--- config.mk ---
export PLATFORM = sky130hd
export DESIGN_NAME = branch_ctrl_flat
export DESIGN_NICKNAME = d
export VERILOG_FILES = /design/src/rtl/branch_ctrl_if.sv /design/src/rtl/branch_ctrl.sv /design/src/flat_wrapper.sv
export SDC_FILE = /design/constraint.sdc
export NUM_CORES = 1
export LEC_CHECK = 0
export CAP_MARGIN = 20
export CORE_MARGIN = 2
export CORE_UTILIZATION = 42
export CTS_CLUSTER_DIAMETER = 60
export DETAILED_ROUTE_END_ITERATION = 6
export PLACE_DENSITY = 0.77
export SYNTH_ARGS = -nofsm -noshare
export SYNTH_HDL_FRONTEND = slang
export SYNTH_SLANG_ARGS = --single-unit
--- constraint.sdc ---
create_clock -name clk -period 1.61 [get_ports clk]
set_input_delay 0.161 -clock clk [delete_from_list [all_inputs] [get_ports clk]]
set_output_delay 0.161 -clock clk [all_outputs]
set_load 0.01 [all_outputs]
--- src/rtl/branch_ctrl_if.sv ---
// rtl/branch_ctrl_if.sv - decode/ALU/front-end handshake bundle for branch_ctrl
//
// Purpose: groups every non-clock signal of the branch controller.
// Ports (signals):
//   br_valid, branch_type[2:0], target_pc[31:0]  decode -> controller
//   br_ready                                     controller -> decode
//   alu_req                                      controller -> ALU
//   alu_done, ALU_neg_flag, ALU_zero_flag        ALU -> controller
//   resolve_valid, resolve_taken                 resolution report
//   pc_redirect, redirect_pc[31:0], flush, stall front-end control
//   taken_cnt[CNT_W-1:0]                         perf counter
// Modports: master = surrounding core side, slave = branch_ctrl.
interface branch_ctrl_if #(
  parameter int CNT_W = 16
);
  logic             br_valid;
  logic             br_ready;
  logic [2:0]       branch_type;
  logic [31:0]      target_pc;
  logic             alu_req;
  logic             alu_done;
  logic             ALU_neg_flag;
  logic             ALU_zero_flag;
  logic             resolve_valid;
  logic             resolve_taken;
  logic             pc_redirect;
  logic [31:0]      redirect_pc;
  logic             flush;
  logic             stall;
  logic [CNT_W-1:0] taken_cnt;

  modport master (
    output br_valid, branch_type, target_pc, alu_done, ALU_neg_flag, ALU_zero_flag,
    input  br_ready, alu_req, resolve_valid, resolve_taken, pc_redirect, redirect_pc,
           flush, stall, taken_cnt
  );

  modport slave (
    input  br_valid, branch_type, target_pc, alu_done, ALU_neg_flag, ALU_zero_flag,
    output br_ready, alu_req, resolve_valid, resolve_taken, pc_redirect, redirect_pc,
           flush, stall, taken_cnt
  );
endinterface

--- src/rtl/branch_ctrl.sv ---
// rtl/branch_ctrl.sv - RV32 branch/jump resolution sequencer
//
// Purpose: accepts a branch op, requests an ALU compare, evaluates the
// neg/zero flags per branch_type, then issues a PC redirect and a front-end
// flush of FLUSH_CYCLES cycles. Stalls issue while busy; counts taken branches.
// Ports:
//   clk  in  rising-edge clock
//   rst  in  synchronous reset, active-high
//   bus  slave modport of branch_ctrl_if (all handshake/bus signals)
// Parameters:
//   FLUSH_CYCLES  cycles flush is high per taken branch (>=1), RSLV included
//   CNT_W         taken-branch counter width (must match the interface)
module branch_ctrl #(
  parameter int FLUSH_CYCLES = 2,
  parameter int CNT_W        = 16
) (
  input logic           clk,
  input logic           rst,
  branch_ctrl_if.slave  bus
);

  localparam int CTR_W = $clog2(FLUSH_CYCLES + 1);

  typedef enum logic [1:0] {
    IDLE  = 2'd0,
    CMP   = 2'd1,
    RSLV  = 2'd2,
    FLUSH = 2'd3
  } state_t;

  localparam logic [2:0] BT_EQ   = 3'd1;
  localparam logic [2:0] BT_NE   = 3'd2;
  localparam logic [2:0] BT_LT   = 3'd3;
  localparam logic [2:0] BT_GT   = 3'd4;
  localparam logic [2:0] BT_JUMP = 3'd5;

  state_t             state;
  state_t             state_nxt;
  logic               taken;
  logic [2:0]         br_type;
  logic [31:0]        redirect_pc;
  logic [CTR_W-1:0]   ctr;
  logic [CNT_W-1:0]   taken_cnt;
  logic               accept;
  logic               cmp_taken;

  assign accept = bus.br_valid && (state == IDLE);

  // Condition evaluation uses the latched type and the live flags; only
  // consumed in CMP when alu_done is high.
  always_comb begin
    cmp_taken = 1'b0;
    case (br_type)
      BT_EQ:   cmp_taken = bus.ALU_zero_flag;
      BT_NE:   cmp_taken = !bus.ALU_zero_flag;
      BT_LT:   cmp_taken = bus.ALU_neg_flag;
      BT_GT:   cmp_taken = !bus.ALU_neg_flag && !bus.ALU_zero_flag;
      default: cmp_taken = 1'b0;
    endcase
  end

  // State register
  always_ff @(posedge clk) begin
    if (rst) begin
      state <= IDLE;
    end else begin
      state <= state_nxt;
    end
  end

  // Next-state logic
  always_comb begin
    state_nxt = state;
    case (state)
      IDLE: begin
        if (accept) begin
          if (bus.branch_type >= BT_EQ && bus.branch_type <= BT_GT) begin
            state_nxt = CMP;
          end else begin
            state_nxt = RSLV;
          end
        end
      end
      CMP: begin
        if (bus.alu_done) begin
          state_nxt = RSLV;
        end
      end
      RSLV: begin
        if (taken && FLUSH_CYCLES > 1) begin
          state_nxt = FLUSH;
        end else begin
          state_nxt = IDLE;
        end
      end
      FLUSH: begin
        // ctr <= 1 also catches an unexpected zero so the FSM cannot stick.
        if (ctr <= CTR_W'(1)) begin
          state_nxt = IDLE;
        end
      end
      default: state_nxt = IDLE;
    endcase
  end

  // Output logic (Moore: outputs depend only on state and latched data)
  always_comb begin
    bus.br_ready      = (state == IDLE);
    bus.alu_req       = (state == CMP);
    bus.resolve_valid = (state == RSLV);
    bus.resolve_taken = (state == RSLV) && taken;
    bus.pc_redirect   = (state == RSLV) && taken;
    bus.flush         = ((state == RSLV) && taken) || (state == FLUSH);
    bus.stall         = (state != IDLE);
  end

  assign bus.redirect_pc = redirect_pc;
  assign bus.taken_cnt   = taken_cnt;

  // Datapath: latched op, outcome, flush counter and perf counter
  always_ff @(posedge clk) begin
    if (rst) begin
      taken       <= 1'b0;
      br_type     <= 3'd0;
      redirect_pc <= 32'd0;
      ctr         <= '0;
      taken_cnt   <= '0;
    end else begin
      if (accept) begin
        br_type     <= bus.branch_type;
        redirect_pc <= bus.target_pc & 32'hFFFF_FFFE;
        // Jumps are taken without a compare; types 0/6/7 resolve not-taken.
        taken       <= (bus.branch_type == BT_JUMP);
      end
      if (state == CMP && bus.alu_done) begin
        taken <= cmp_taken;
      end
      if (state == RSLV && taken) begin
        taken_cnt <= taken_cnt + 1'b1;
        ctr       <= CTR_W'(FLUSH_CYCLES - 1);
      end
      if (state == FLUSH) begin
        ctr <= ctr - 1'b1;
      end
    end
  end

endmodule

--- src/flat_wrapper.sv ---
// flat-port wrapper written by rule: the top's interface ports become plain ports
module branch_ctrl_flat 
#(
  parameter int FLUSH_CYCLES = 2,
  parameter int CNT_W        = 16
)
  (clk, rst, bus_br_valid, bus_branch_type, bus_target_pc, bus_alu_done, bus_ALU_neg_flag, bus_ALU_zero_flag, bus_br_ready, bus_alu_req, bus_resolve_valid, bus_resolve_taken, bus_pc_redirect, bus_redirect_pc, bus_flush, bus_stall, bus_taken_cnt);
  branch_ctrl_if #(.CNT_W(CNT_W)) bus_i ();
  input logic clk;
  input logic rst;
  input wire logic [$bits(bus_i.br_valid)-1:0] bus_br_valid;
  input wire logic [$bits(bus_i.branch_type)-1:0] bus_branch_type;
  input wire logic [$bits(bus_i.target_pc)-1:0] bus_target_pc;
  input wire logic [$bits(bus_i.alu_done)-1:0] bus_alu_done;
  input wire logic [$bits(bus_i.ALU_neg_flag)-1:0] bus_ALU_neg_flag;
  input wire logic [$bits(bus_i.ALU_zero_flag)-1:0] bus_ALU_zero_flag;
  output wire logic [$bits(bus_i.br_ready)-1:0] bus_br_ready;
  output wire logic [$bits(bus_i.alu_req)-1:0] bus_alu_req;
  output wire logic [$bits(bus_i.resolve_valid)-1:0] bus_resolve_valid;
  output wire logic [$bits(bus_i.resolve_taken)-1:0] bus_resolve_taken;
  output wire logic [$bits(bus_i.pc_redirect)-1:0] bus_pc_redirect;
  output wire logic [$bits(bus_i.redirect_pc)-1:0] bus_redirect_pc;
  output wire logic [$bits(bus_i.flush)-1:0] bus_flush;
  output wire logic [$bits(bus_i.stall)-1:0] bus_stall;
  output wire logic [$bits(bus_i.taken_cnt)-1:0] bus_taken_cnt;
  assign bus_i.br_valid = bus_br_valid;
  assign bus_i.branch_type = bus_branch_type;
  assign bus_i.target_pc = bus_target_pc;
  assign bus_i.alu_done = bus_alu_done;
  assign bus_i.ALU_neg_flag = bus_ALU_neg_flag;
  assign bus_i.ALU_zero_flag = bus_ALU_zero_flag;
  assign bus_br_ready = bus_i.br_ready;
  assign bus_alu_req = bus_i.alu_req;
  assign bus_resolve_valid = bus_i.resolve_valid;
  assign bus_resolve_taken = bus_i.resolve_taken;
  assign bus_pc_redirect = bus_i.pc_redirect;
  assign bus_redirect_pc = bus_i.redirect_pc;
  assign bus_flush = bus_i.flush;
  assign bus_stall = bus_i.stall;
  assign bus_taken_cnt = bus_i.taken_cnt;
  branch_ctrl #(.FLUSH_CYCLES(FLUSH_CYCLES), .CNT_W(CNT_W)) u_core (.clk(clk), .rst(rst), .bus(bus_i));
endmodule
Word level (Yosys, flattened, before mapping)
Cells that the tools add are included.

Output and inout port bits: 55. Bits in writable memories: 0. Flip-flop bits (word level): 55. Bits of input ports: 41. Bits in read-only memories: 0. Memories: 0. Logic and storage cells: 46. Latch bits: 0.

Equal/unequal tests: 11. Shift-type cells: 0. Add/sub/neg operators: 2. Reductions and logical operators: 13. Divide/modulo/power cells: 0. Multipliers: 0. Magnitude comparators: 3. Mux-type cells: 11. Bitwise logic cells: 0.

Operators by type and width (count): $add A16 B1 Y16 const B (1); $mux W2 (7); $pmux W2 S4 (1); $eq A3 B2 Y1 const B (2); $eq A3 B3 Y1 const B (2); $reduce_bool A2 Y1 (3); $logic_and A1 B1 Y1 (5); $eq A2 B2 Y1 const B (2); $ne A2 B1 Y1 const B (2); $pmux W1 S4 (1); $eq A3 B1 Y1 const B (1); $ge A3 B1 Y1 const B (1); $le A3 B3 Y1 const B (1); $reduce_and A3 Y1 (1); $eq A2 B1 Y1 const B (1); $le A2 B1 Y1 const B (1); $logic_not A1 Y1 (2); $logic_not A2 Y1 (1); $mux W1 (2); $ne A2 B2 Y1 const B (1); $sub A2 B1 Y2 const B (1); $logic_or A1 B1 Y1 (1).

Depth between registers and ports, before layout
Gate-level depths: netlist (run 1).

Depth in word-level cells: 5. Gate-level depth with buffers: 7. Depth with buffers taken out: 5.

Least setup slack after synthesis (run 1)
No wires, ideal clock.

Path kind: flip-flop to flip-flop. Start point: register u_core.taken_cnt[0], in the netlist u_core.bus.taken_cnt[0]. End point: register u_core.taken_cnt[12], in the netlist u_core.bus.taken_cnt[12]. Stages on the path, launching flop included: 6. Required time: 1.489 ns. Path slack: 0.096 ns. Period minus slack after synthesis: 1.514 ns. Arrival time: 1.393 ns. Library setup time: 0.121 ns. Path buffers: 0. Cells stage by stage: dfxtp_1 ha_1 nand3_1 nor4_4 nand3_1 mux2_2.

Longest elaborated chain between the ends: 1.

Ends and longest elaborated chain: start, declared (RTL line branch_ctrl.sv:43) `logic [CNT_W-1:0] taken_cnt;`; start signal, assigned (RTL line branch_ctrl.sv:139) `taken_cnt <= taken_cnt + 1'b1;`; $add A16 B1 Y16 (RTL line branch_ctrl.sv:139).

Every way passes these cells. A chain may end at the register's enable or synchronous reset.

Worst setup path after layout (run 1)
Start point: register u_core.taken_cnt[2], in the netlist u_core.bus.taken_cnt[2]. End point: output port bus_taken_cnt[2].

RTL lines: end, declared (RTL line flat_wrapper.sv:25) `output wire logic [$bits(bus_i.taken_cnt)-1:0] bus_taken_cnt;`.

No word-level cell between the ends.

==> impl_metrics.ini, run 1 <==
[floorplan]
ios = 96
coreArea_sq_um = 5140
die-area_sq_um = 6000
rows = 26
dieWidth_um = 77.4
start_util_pct = 44.1
die_h_um = 77.4

[layout]
antenna_cells = 0
post-route-util_pct = 68.4
drive_gt1_share_pct = 12.8
multi_input_comb_area_sq_um = 1090
final-instance-count-excl-fill = 446
fillCellCount = 434
final_area_sq_um = 3520
fin_nets = 418
seqCellArea_sq_um = 1110
synthToLayoutAreaGrowth_pct = 55.2

[sta]
fin_skew_ns = 0.00809
min_period_ns = 1.56
setup-violations-final = 0
fmax_mhz = 643
finalSetupTns_ns = 0
post-route-period-util_pct = 96.7
hold_violations = 0
rsz0062_at_grt = no
layout_setup_ws_ns = 0.0537
final-max-slew-violation-count = 0

[detailed_routing]
first_iter_violations = 84
drc_errors = 0
firstDrtPassIters = 4
wl_per_cell_um = 12.8
drt-total-wl_mm = 5.69
ant_nets = 0
via_count = 2209
vias_per_cell = 4.95

[worst_setup_path]
end_kind = output port
required_ns = 1.45
crit_path_start_kind = register
worstRegToRegCells = 5
worstPathArrival_ns = 1.40
critPathMaxFanout = 3
crit_type = register to output port

[worst_hold_path]
hold_class = input pin to register
worstHoldPathCells = 2

[clock_tree]
clkLatencyLatePin_ns = 0.31
htree_levels = 2
cts_buffers = 5
root_buffer = clkbuf_8
clock_sinks = 55
path_clk_slew_ns = 0.09
tritoncts = yes
clock_path_buffers = 2

[global_route]
grt_pass1_vias = 2161
grt_max_degree = 39
overflow = 0
grt_pass1_wl_mm = 9.50
track_usage_pct = 19.3
antenna_found_initial = 0

[placement]
dp_cells = 437
place.detailed.hpwl_mm = 4.19
placed_cell_area_sq_um = 3340
gp_congestion = 0.757
io_buffers = 93
post-place-ws_ns = 0.0415

[synth]
syn_nets = 316
syn_area_per_cell_sq_um = 8.30
synth_top_cell_by_area = dfxtp_1
synth_top_cell_area_share_pct = 48.6
synthFlopType = dfxtp_1
synth.ff_latch_count = 55
ys_types = 43
yosysSeqAreaShare_pct = 48.6
syn-cell-area_sq_um = 2260
yosys_warnings = 0
async_reset_ff_share_pct = 0
synth_edf_count = 0
synthTopCellsByArea = dfxtp_1, nand2_1, a21oi_1
syn_inst = 273

[run_status]
outcome = finished clean

[pwr]
p_per_area_nw_per_um2 = 909
peakVddDrop_mv = 0.640
cellLeakagePower_nw = 1.36

[run]
maxCapViolations = 0
## kinds of logic after synthesis
kind of cell               Yosys count  share of synthesized area (%)
other                                1                          0.166
AOI/OAI and AO/OA                   55                           14.1
buffers and inverters               23                           4.86
adders and majority gates            2                           1.10
and+or+nand+nor                    125                           26.4
DFF                                 55                           48.6
xor gates and xnor gates            10                           3.87
muxes                                2                          0.939
## worst max-delay path: stages, from the launching register on
cell             delay (ns)
dfxtp_1                0.41
buf_4                  0.15
clkdlybuf4s50_1        0.52
## worst paths after layout
path,startpoint,endpoint,slack (ns)
hold / removal,rst,u_core.bus.taken_cnt[10],0.25
setup / recovery,u_core.bus.taken_cnt[2],bus_taken_cnt[2],0.05
setup reg to reg,u_core.bus.taken_cnt[0],u_core.bus.taken_cnt[12],0.09
hold reg to reg,u_core.bus.redirect_pc[30],u_core.bus.redirect_pc[30],0.46
## state kept, by name, indices dropped and copies added (netlist names)
signal	flops
u_core.taken	1
u_core.bus.taken_cnt	16
u_core.br_type	3
u_core.state	2
u_core.ctr	2
u_core.bus.redirect_pc	31
## routing by layer
layer | routed length, um | GRT usage (%)
met5 | 0 | 0
met4 | 99 | 7.50
met3 | 343 | 4.65
met2 | 2750 | 34.0
met1 | 2500 | 22.5
## area by class of cell
type / count / area share, %
timing repair buffer: 112 / 30.5
clock buffer: 6 / 2.06
sequential: 55 / 31.5
tap: 70 / 2.49
inverter: 6 / 0.783
clock inverter: 2 / 1.71
multi-input combinational: 195 / 30.9
## placed cells by master, fill, tap and decap left out, types with 5 or more instances in the layout
cell / count
clkbuf_8: 5
clkdlybuf4s50_1: 85
nand2_1: 78
nor2_1: 13
dfxtp_1: 49
nand3_1: 5
dfxtp_2: 6
dlygate4sd2_1: 7
buf_4: 18
xor2_1: 6
a21oi_1: 40
inv_1: 5
## report_power, final
part | total (mW) | leakage, nW | switching [mW] | internal [mW]
sequential | 1.51 | 0.451 | 0.0557 | 1.45
clock | 1.04 | 0.0654 | 0.423 | 0.621
combinational | 0.645 | 0.848 | 0.299 | 0.346
## through the flow
stage          hold WS (ns)  total power, mW
5_1_grt               0.267             3.36
2_1_floorplan         0.297             1.84
6_report              0.248             3.20
4_1_cts               0.251             3.24
3_3_place_gp          0.440             2.19
3_5_place_dp          0.446             2.20
## cell usage after synthesis, types with 4 or more instances
cell,count
a21oi_1,40
a311oi_1,4
buf_2,5
clkbuf_1,9
dfxtp_1,55
inv_1,5
nand2_1,78
nand3_1,7
nor2_1,14
xnor2_1,4
xor2_1,6
## repair_timing
action / 4_1_cts / 5_1_grt
setup endpoints to repair: 7 / 4
resized for setup: 11 / 10
hold buffers: 0 / 0
pin swaps: 0 / 1
buffers inserted: 1 / 0
No activity file was read; power rests on OpenSTA's default activity.
==> run 2, diff against run 1 <==
Settings changed: ABC_CLOCK_PERIOD_IN_PS set to 1300, CORE_UTILIZATION 42 to 38, PLACE_DENSITY 0.77 to 0.74.
Clock period 1.61 ns to 1.3 ns, I/O delays scaled along.
==> impl_metrics.ini, run 2 (synthesized netlist as in run 1, its figures left out) <==
[run_status]
outcome = finished with violations
violations = negative setup slack

[layout]
final_common_cell = nand2_1
multi_input_comb_area_sq_um = 1440
top_register = u_core.bus.redirect_pc
drive_gt1_share_pct = 39.7
final_area_sq_um = 4180
largest_register_ffs = 31
seqCellArea_sq_um = 1140
reg_top3 = u_core.bus.redirect_pc x31, u_core.bus.taken_cnt x16, u_core.br_type x3
post-route-util_pct = 71.4
fillCellCount = 452
fin_nets = 454
antenna_cells = 0
final-instance-count-excl-fill = 486
most-common-layout-cells = nand2_1, dlygate4sd2_1, buf_4, dfxtp_1, clkdlybuf4s50_1
synthToLayoutAreaGrowth_pct = 84.4

[detailed_routing]
ant_nets = 0
first_iter_violations = 54
drc_errors = 0
drt-total-wl_mm = 7.06
firstDrtPassIters = 4
via_count = 2410
vias_per_cell = 4.96
wl_per_cell_um = 14.5

[clock_tree]
clkLatencyLatePin_ns = 0.30
path_clk_slew_ns = 0.09
root_buffer = clkbuf_8
clock_path_buffers = 2
tritoncts = yes
cts_buffers = 5
htree_levels = 2
clock_sinks = 55

[floorplan]
rows = 28
die-area_sq_um = 6590
coreArea_sq_um = 5850
die_h_um = 81.2
dieWidth_um = 81.2
start_util_pct = 38.7
ios = 96

[global_route]
grt_pass1_vias = 2135
overflow = 0
grt_max_degree = 35
grt_pass1_wl_mm = 9.16
track_usage_pct = 17.6
antenna_found_initial = 0

[worst_setup_path]
timing.rr.end = u_core.bus.redirect_pc[19]
critical_path.max_stage_delay_ns = 0.37
reg2reg_slack_ns = -0.09
critPathMaxFanout = 7
crit_path_start_kind = register
worstPathArrival_ns = 1.63
crit_chain = buf_12, nor2_4, and2_4, clkbuf_16, nand2_1, a21oi_2
reg2reg_from = u_core.state[1]
worstRegToRegCells = 6
required_ns = 1.54
startpoint = u_core.state[1]
crit_type = register to register
slowest_stage = dfxtp_4
endpoint = u_core.bus.redirect_pc[19]
end_kind = register

[sta]
final-max-slew-violation-count = 0
layout_setup_ws_ns = -0.0881
fin_skew_ns = 0.0104
setup-violations-final = 33
rsz0062_at_grt = yes
fmax_mhz = 720
hold_violations = 0
post-route-period-util_pct = 107
min_period_ns = 1.39

[pwr]
cellLeakagePower_nw = 1.92
p_per_area_nw_per_um2 = 949
peakVddDrop_mv = 0.592
p_total_mw = 3.96

[worst_hold_path]
hold_class = input pin to register
worstHoldStart = rst

[placement]
io_buffers = 93
gp_congestion = 0.760
placed_cell_area_sq_um = 3580
place.detailed.hpwl_mm = 4.22
dp_cells = 463

[run]
maxCapViolations = 0
-- run 2: cell types whose count changed in the layout (fill, tap and decap cells not counted), sizes merged --
cell	change
clkinv	+1
clkbuf	+5
bufinv	-2
clkdlybuf4s15	+1
inv	-1
buf	+39
clkdlybuf4s50	-47
dlygate4sd2	+39
-- run 2: final cells by class --
class	instances	area share, %
clock buffers	7	1.83
inverters	6	0.659
flip-flops and latches	55	27.3
well taps	75	2.25
repair buffers	148	33.5
multi-input cells	195	34.5
-- run 2: how the worst min path moves through the flow --
stage	to	slack, ns	cells after the start
finish	u_core.taken	0.17	2
global placement	u_core.bus.redirect_pc[16]	0.44	2
global route	u_core.taken	0.16	2
detailed placement	u_core.bus.redirect_pc[10]	0.45	2
floorplan	u_core.br_type[2]	0.27	2
CTS	u_core.taken	0.14	2
-- run 2: where the power goes --
group	internal (mW)	switching, mW
combinational	0.626	0.596
sequential	1.79	0.0651
clock	0.373	0.516
-- run 2: per-layer routing --
layer	track usage [%]	up-vias	share of wire [%]	wire length, um
met5	0	-	0	0
met4	4.41	0	1.5	106
met3	4.44	8	4.4	309
met2	31.6	62	52	3650
met1	20.8	1150	42	3000
li1	-	1190	-	-
-- run 2: worst max-delay path: cells and delay by family (launching register included) --
family,cells,cell delay [ns]
AOI/OAI and AO/OA,1,0.13
and+or+nand+nor,3,0.50
buffers and inverters,2,0.33
DFF,1,0.37
-- run 2: per-stage QoR --
step	setup WS, ns	hold slack (ns)	setup TNS (ns)
floorplan	-0.120	0.266	-1.55
global placement	-0.124	0.442	-2.21
detailed placement	-0.205	0.447	-2.58
CTS	-0.0995	0.142	-0.349
global route	-0.140	0.157	-3.36
finish	-0.0881	0.166	-1.22
-- run 2: timing repair --
action | 4_1_cts | 5_1_grt
pin swaps | 5 | 55
cloned | 0 | 6
resized for setup | 84 | 100
hold endpoints to repair | 0 | 0
setup endpoints to repair | 85 | 51
hold buffers | 0 | 0
buffers inserted | 8 | 4
==> run 3, diff against run 2 <==
--- a/constraint.sdc
+++ b/constraint.sdc
@@ -3,2 +3,2 @@
 set_output_delay 0.13 -clock clk [all_outputs]
-set_load 0.01 [all_outputs]
+set_load 0.005 [all_outputs]
==> impl_metrics.ini, run 3 (synthesized netlist as in run 1, its figures left out) <==
[run_status]
outcome = finished with violations
violations = negative setup slack

[placement]
post-place-ws_ns = -0.130
place.detailed.hpwl_mm = 4.11
io_buffers = 93
gp_congestion = 0.763
dp_cells = 460
placed_cell_area_sq_um = 3530

[worst_setup_path]
crit_path_start_kind = register
required_ns = 1.55
critPathMaxFanout = 5
worstRegToRegCells = 6
crit_type = register to register
end_kind = register
worstPathArrival_ns = 1.72

[sta]
post-route-period-util_pct = 113
fmax_mhz = 679
hold_ws_ns = 0.197
final-max-slew-violation-count = 0
min_period_ns = 1.47
hold_violations = 0
setup-violations-final = 46
layout_setup_ws_ns = -0.172
fin_skew_ns = 0.0125
rsz0062_at_grt = yes

[detailed_routing]
drt-total-wl_mm = 7.46
vias_per_cell = 4.89
first_iter_violations = 72
ant_nets = 0
via_count = 2426
firstDrtPassIters = 5
drc_errors = 0
wl_per_cell_um = 15.0

[layout]
seqCellArea_sq_um = 1160
post-route-util_pct = 76.4
multi_input_comb_area_sq_um = 1480
drive_gt1_share_pct = 49.9
synthToLayoutAreaGrowth_pct = 97.5
top_register = u_core.bus.redirect_pc
reg_top3 = u_core.bus.redirect_pc x31, u_core.bus.taken_cnt x16, u_core.br_type x3
largest_register_ffs = 31
antenna_cells = 0
fin_nets = 463
final_area_sq_um = 4470
most-common-layout-cells = nand2_1, buf_4, clkdlybuf4s50_1, dfxtp_2, a21oi_2
final-instance-count-excl-fill = 496
fillCellCount = 404

[floorplan]
die-area_sq_um = 6590
die_h_um = 81.2
ios = 96
start_util_pct = 38.7
rows = 28
coreArea_sq_um = 5850
dieWidth_um = 81.2

[pwr]
power_switching_share_pct = 30.2
p_int_mw = 2.95
peakVddDrop_mv = 0.572
cellLeakagePower_nw = 2.35
clock_power_share_pct = 23.8
p_per_area_nw_per_um2 = 944
power.switching_mw = 1.27
p_comb_share_pct = 31.6
pwr-share-seq_pct = 44.6

[clock_tree]
root_buffer = clkbuf_8
tritoncts = yes
clock_path_buffers = 2
path_clk_slew_ns = 0.10
htree_levels = 2
clock_sinks = 55
clkLatencyLatePin_ns = 0.32
cts_buffers = 5

[global_route]
grt_max_degree = 26
grt_pass1_wl_mm = 10.8
track_usage_pct = 21.1
grt_pass1_vias = 2311
antenna_found_initial = 0
overflow = 0

[worst_hold_path]
hold_class = input pin to register
worstHoldPathCells = 2

[run]
maxCapViolations = 0
[run 3: changes by cell type in the layout (fill, tap and decap cells not counted), moves of 4 or more]
cell and delta:
dlygate4sd2_1 -24, dfxtp_1 -25, nand2_1 -13, nand2_2 +15
dfxtp_2 +27, buf_6 +6, dlymetal6s2s_1 +25, buf_16 +4
clkbuf_16 -4
[run 3: area by class of cell]
cell class,instances,share of cell area [%]
flip-flops and latches,55,26.0
multi-input cells,195,33.1
clock inverters,3,0.616
well taps,75,2.10
inverters,6,0.616
clock buffers,5,1.54
repair buffers,157,36.0
[run 3: final timing paths]
| path | startpoint | endpoint | slack, ns |
|---|---|---|---|
| min reg2reg | u_core.bus.redirect_pc[25] | u_core.bus.redirect_pc[25] | 0.46 |
| max reg2reg | u_core.state[0] | u_core.bus.taken_cnt[13] | -0.17 |
| min | rst | u_core.bus.redirect_pc[15] | 0.20 |
| max | u_core.state[0] | u_core.bus.taken_cnt[13] | -0.17 |
[run 3: per-layer routing]
layer / track usage (%) / vias to the layer above / part of all wire, %
met5: 0 / - / 0
met4: 5.59 / 0 / 0.99
met3: 4.78 / 8 / 4.4
met2: 35.2 / 62 / 52
met1: 27.5 / 1139 / 42
li1: - / 1217 / -
[run 3: stage by stage]
step / TNS, ns / power, mW
floorplan: -1.82 / 2.24
global placement: -2.89 / 2.70
detailed placement: -3.35 / 2.71
CTS: -4.90 / 4.09
global route: -7.74 / 4.43
finish: -4.50 / 4.22
[run 3: critical path: stages, from the launching register on]
cell and delay (ns):
dfxtp_4 0.37, nand3b_4 0.18, clkinv_4 0.06, buf_6 0.09
nand2_4 0.06, or4_4 0.51, a21oi_2 0.13
[run 3: power by group through the flow]
stage	combinational (mW)	clock (mW)	sequential, mW
3_5_place_dp	0.810	0	1.90
6_report	1.33	1.01	1.88
4_1_cts	1.19	1.03	1.87
5_1_grt	1.43	1.11	1.89
3_3_place_gp	0.801	0	1.90
2_1_floorplan	0.338	0	1.90
[run 3: timing repair]
item                                    in CTS  in global routing
gates cloned                                 6                  1
hold buffers                                 0                  0
pin swaps                                   27                 50
buffers inserted                            15                 12
gates resized for setup                    129                120
endpoints found under the setup margin      72                 80
